<file path="src/rtl/bus_timeout_counter.sv">
// Bus transaction watchdog: counts edges with reset low and raises a sticky timeout.
// Define TIMEOUT_CNT_OUT_EN to expose the internal count on the count port.
module bus_timeout_counter #(
  parameter int unsigned TIMEOUT = 10,
  localparam int unsigned CNT_W  = ($clog2(TIMEOUT + 1) > 1) ? $clog2(TIMEOUT + 1) : 1
) (
  input  logic             clk,
  input  logic             reset,
  output logic             timeout
`ifdef TIMEOUT_CNT_OUT_EN
  ,
  output logic [CNT_W-1:0] count
`endif
);

  // A zero TIMEOUT behaves as one so the flag can never be high out of reset.
  localparam int unsigned TEFF = (TIMEOUT == 0) ? 1 : TIMEOUT;
  localparam logic [CNT_W:0] TEFF_X = (CNT_W + 1)'(TEFF);

  logic [CNT_W-1:0] r_cnt;
  logic             r_timeout;
  logic [CNT_W:0]   w_cnt_inc;
  logic             w_at_limit;
  logic             w_expire;

  always_comb begin
    w_cnt_inc  = {1'b0, r_cnt} + {{CNT_W{1'b0}}, 1'b1};
    w_at_limit = ({1'b0, r_cnt} == TEFF_X);
    w_expire   = (w_cnt_inc >= TEFF_X);
  end

  always_ff @(posedge clk) begin
    if (reset) begin
      r_cnt     <= '0;
      r_timeout <= 1'b0;
    end else begin
      if (!w_at_limit) begin
        r_cnt <= w_cnt_inc[CNT_W-1:0];
      end
      if (w_expire) begin
        r_timeout <= 1'b1;
      end
    end
  end

  assign timeout = r_timeout;

`ifdef TIMEOUT_CNT_OUT_EN
  assign count = r_cnt;
`endif

endmodule

</file>
<file path="config.mk">
export PLATFORM = sky130hd
export DESIGN_NAME = bus_timeout_counter
export DESIGN_NICKNAME = d
export VERILOG_FILES = /design/src/rtl/bus_timeout_counter.sv
export SDC_FILE = /design/constraint.sdc
export NUM_CORES = 1
export LEC_CHECK = 0
export CORE_AREA = 8 8 45 47
export DETAILED_ROUTE_END_ITERATION = 12
export DIE_AREA = 0 0 53 55
export PLACE_DENSITY = 0.41
export SETUP_SLACK_MARGIN = 0.15
export SKIP_CTS_REPAIR_TIMING = 1
export SYNTH_ARGS = -nofsm -noshare
export SYNTH_HDL_FRONTEND = slang
export SYNTH_SLANG_ARGS = --single-unit
</file>
<file path="constraint.sdc">
create_clock -name clk -period 1.6 [get_ports clk]
set_clock_uncertainty 0.2 [all_clocks]
set_input_delay 0.32 -clock clk [delete_from_list [all_inputs] [get_ports clk]]
set_output_delay 0.32 -clock clk [all_outputs]
set_load 0.1 [all_outputs]
</file>
# --- Yosys cells after proc, flatten, opt, wreduce, memory -nomap -nowiden ---
# Index checks and enable logic that the tools add are counted.
totals:
  reg_bits: 5
  elab_cells: 5
op_classes:
  addsub: 1
  n_lt_le_gt_ge: 1
  eq_ne: 1
op_table:
  columns: ["operator", "count"]
  rows:
  - ["$add A4 B1 Y5 const B", 1]
  - ["$ge A5 B4 Y1 const B", 1]
  - ["$eq A4 B4 Y1 const B", 1]

# --- Logic depth before layout (Yosys ltp) ---
logic_depth:
  ltp_word: 2
  mapped_depth: 5
  depth_no_buf: 5

# --- Worst setup path before layout ---
# No wires, ideal clock.
synth_path:
  path_type: "register to register"
  startpoint: "register, netlist name timeout"
  endpoint: "register r_timeout (netlist: timeout)"
  setup_time_ns: 0.087
  arrival_time_ns: 1.337
  slack_ns: -0.023
  stages_incl_launch_ff: 3
  path_cell_list: "dfxtp_1 > nor3b_1 > a221oi_2"
synth_rtl:
  columns: ["item", "line", "rtl"]
  rows:
  - ["to (signal assigned)", "35", "r_timeout <= 1'b0;"]
  - ["to (signal assigned)", "41", "r_timeout <= 1'b1;"]
  - ["to (decl)", "21", "logic r_timeout;"]

# --- Final worst setup path ---
layout_path:
  startpoint: "register r_cnt[0]"
  endpoint: "register r_timeout (netlist: timeout)"
layout_between:
  elab_chain_len: 2
layout_lines:
  columns: ["item", "line", "rtl"]
  rows:
  - ["from (decl)", "20", "logic [CNT_W-1:0] r_cnt;"]
  - ["from (signal assigned)", "38", "r_cnt <= w_cnt_inc[CNT_W-1:0];"]
  - ["$add A4 B1 Y5", "27", "w_cnt_inc = {1'b0, r_cnt} + {{CNT_W{1'b0}}, 1'b1};"]
  - ["named net w_cnt_inc[0]", "22", "logic [CNT_W:0] w_cnt_inc;"]
  - ["$ge A5 B4 Y1", "29", "w_expire = (w_cnt_inc >= TEFF_X);"]
# The timed path passes the listed nets, and every way through them passes these cells.
# A chain may end at the register's enable or synchronous reset.

==> flow_summary.yaml <==
grt:
  first_global_vias: 217
  overflow: 0
  antenna_found_initial: 0
  grt_use_total: 0.0443
  grt_start_max_net_pins: 7
  wire_length_of_the_first_global_routing_pass_um: 855
yosys:
  flip_flop_cell_with_the_highest_count_after_synthesis: "sky130_fd_sc_hd__dfxtp_1"
  synth.largest_area_cell: "sky130_fd_sc_hd__dfxtp_1"
  post_synth_main_area_contributors: "sky130_fd_sc_hd__dfxtp_1 (36%), sky130_fd_sc_hd__ha_1 (14%), sky130_fd_sc_hd__nand3b_1 (8.1%)"
  syn_nets: 34
  synth_edf_count: 0
  ys_warns: 0
  share_of_the_synthesized_area_in_the_top_cell_type: 0.360
  ys_seq_area_frac: 0.360
  cell_count_after_synthesis: 29
  syn_avg_cell_area_um2: 9.58
  synth_cell_types: 17
  post_synthesis_async_set_or_reset_flop_share: 0
  synth_commonest_cells: "sky130_fd_sc_hd__dfxtp_1 (5), sky130_fd_sc_hd__ha_1 (3), sky130_fd_sc_hd__inv_1 (3), sky130_fd_sc_hd__nand3b_1 (3), sky130_fd_sc_hd__nor2_1 (3)"
  most_used_standard_cell_by_instance_count_after_synthesis: "sky130_fd_sc_hd__dfxtp_1"
  synth_seq_cells: 5
  syn-cell-area_um2: 278
timing:
  tightest_slew_ns: 0.238
  final.setup.worst_slack_ns: 0.210
  drv_slew: 0
  max_freq_mhz: 720
  final_period_minus_worst_setup_slack_ns: 1.39
  hold_violations: 0
  rsz_0062_raised_after_global_routing: "false"
  timing.setup.tns_ns: 0
  worst_max_slew_margin_expressed_relative_to_the_limit: 0.841
  finalCritPeriodShare: 0.869
  number_of_setup_violations_in_the_final_report: 0
placement:
  dp_cells: 47
  port-buffer-count: 2
  dp.final_hpwl_um: 365
  routabilityCongestion: 0.638
  detailedPlace.worstSlack_ns: 0.158
power_and_ir_drop:
  p_leak_nw: 0.132
  ir_drop_worst_vdd_uv: 322
  power.density_cell_area_nw_per_um2: 912
clock_network:
  cts_tree: "done"
  cts_htree_levels: 1
  cts_buffers: 3
  clk_path_buf_depth: 2
  root_buffer: "sky130_fd_sc_hd__clkbuf_4"
  clock-sinks: 5
  clkTransAtPathRegs_ns: 0.05
  worst_skew_pair.late_latency_ns: 0.25
die:
  core-area_um2: 1380
  start_util: 0.201
  die_area_um2: 2920
  die_h_um: 55
  rows: 14
  io_pins: 3
  die-width_um: 53
setup_path:
  crit_required_ns: 1.56
  path_buf_inv: 1
  cpLargestDelayFamily: "flip-flops"
  worst-path-max-fanout: 5
  crit_path_end_kind: "flip-flop"
  start_kind: "flip-flop"
  critical_path_top_delay_cell: "sky130_fd_sc_hd__dfxtp_2"
  critical_path.startpoint: "r_cnt[0]"
  r2r-start: "r_cnt[0]"
  cp.arrival_ns: 1.35
  crit_chain: "inv_1 -> ha_1 -> nor3b_1 -> a221oi_2"
  crit_type: "reg2reg"
  slowest_delay_ns: 0.38
routing:
  drtAntennaViolNets: 0
  drcViolationCount: 0
  wire_per_inst_um: 9.61
  drt_first_pass_iters: 2
  detailroute.via_count: 214
  route.detailed.vias_per_inst: 4.20
  drt-total-wl_um: 490
  drt_first_iter_violations: 4
min_path:
  hold_crit_path_type: "reg2reg"
  hold_path.startpoint: "timeout"
flow_run:
  maxCapViolations: 0
outcome:
  outcome: "finished clean"
finish:
  post_route_cells_drive_above_1_share: 0.286
  multiInputGateArea_um2: 169
  final.fill_count: 149
  total_nets_final: 41
  areaGrowthSynthToFinish_pct: 29.7
  layout.area.seq_um2: 104
  final_cells: 51
  n_antenna_cell: 0
per-stage QoR:
step	util	power (mW)	hold slack [ns]	instance area (um2)
floorplan	-	0.168	0.179	279
finish	0.260	0.329	0.289	360
global placement	0.238	0.179	0.283	329
detailed placement	0.238	0.180	0.284	329
CTS	0.257	0.333	0.291	355
global route	0.260	0.345	0.321	360
routing by layer:
metal  track usage  part of all wire
met1        0.0458              0.45
met2        0.0508              0.41
met3        0.0187             0.078
met4        0.0776             0.051
met5             0                 0
sequential cells by signal, summed over array words and instances, names as in the netlist:
| signal | flops |
|---|---|
| timeout | 1 |
| r_cnt | 4 |
layout make-up:
type | count | share of cell area
multi-input combinational | 21 | 0.469
sequential | 5 | 0.288
timing repair buffer | 2 | 0.0833
clock buffer | 4 | 0.0729
tap | 16 | 0.0556
inverter | 3 | 0.0312
worst paths after layout:
path / slack (ns) / to / cells past startpoint
setup / recovery: 0.21 / timeout / 4
hold / removal: 0.29 / timeout / 2
setup reg to reg: 0.21 / timeout / 4
hold reg to reg: 0.29 / timeout / 2
tightest hold or removal path, cell delays in order (launching register included):
cell and delay (ns):
sky130_fd_sc_hd__dfxtp_2 0.33, sky130_fd_sc_hd__inv_1 0.06, sky130_fd_sc_hd__a221oi_2 0.05
power breakdown:
group	total [mW]	internal (mW)	switching (mW)
Clock	0.150	0.0945	0.0551
Combinational	0.0357	0.0184	0.0173
Sequential	0.143	0.133	0.0101
Total	0.329	0.246	0.0825
layout by cell type (no fill, tap or decap):
cell and instances:
sky130_fd_sc_hd__a21oi_1 1, sky130_fd_sc_hd__a211oi_1 1, sky130_fd_sc_hd__o21ai_0 1, sky130_fd_sc_hd__clkbuf_4 3, sky130_fd_sc_hd__xor2_1 1, sky130_fd_sc_hd__nand2_1 1
sky130_fd_sc_hd__nand3b_1 3, sky130_fd_sc_hd__a221oi_2 1, sky130_fd_sc_hd__clkdlybuf4s50_1 1, sky130_fd_sc_hd__nand3_2 1, sky130_fd_sc_hd__clkbuf_1 1, sky130_fd_sc_hd__or2b_1 1
sky130_fd_sc_hd__ha_2 1, sky130_fd_sc_hd__nor3b_1 1, sky130_fd_sc_hd__dfxtp_2 3, sky130_fd_sc_hd__dfxtp_1 2, sky130_fd_sc_hd__nor2_1 3, sky130_fd_sc_hd__nand2b_1 1
sky130_fd_sc_hd__mux2i_1 1, sky130_fd_sc_hd__buf_12 1, sky130_fd_sc_hd__inv_1 3, sky130_fd_sc_hd__ha_1 2, sky130_fd_sc_hd__xnor2_1 1
logic make-up (layout without fill, tap and decap cells):
logic type / Yosys count / count (layout) / share of synthesized area
AOI/OAI and AO/OA: 4 / 4 / 0.117
buffers and inverters: 3 / 9 / 0.0405
DFF: 5 / 5 / 0.360
adders and majority gates: 3 / 3 / 0.135
xor gates and xnor gates: 2 / 2 / 0.0631
and+or+nand+nor: 11 / 11 / 0.248
muxes: 1 / 1 / 0.0360
Power figures use the tool's default switching activity.
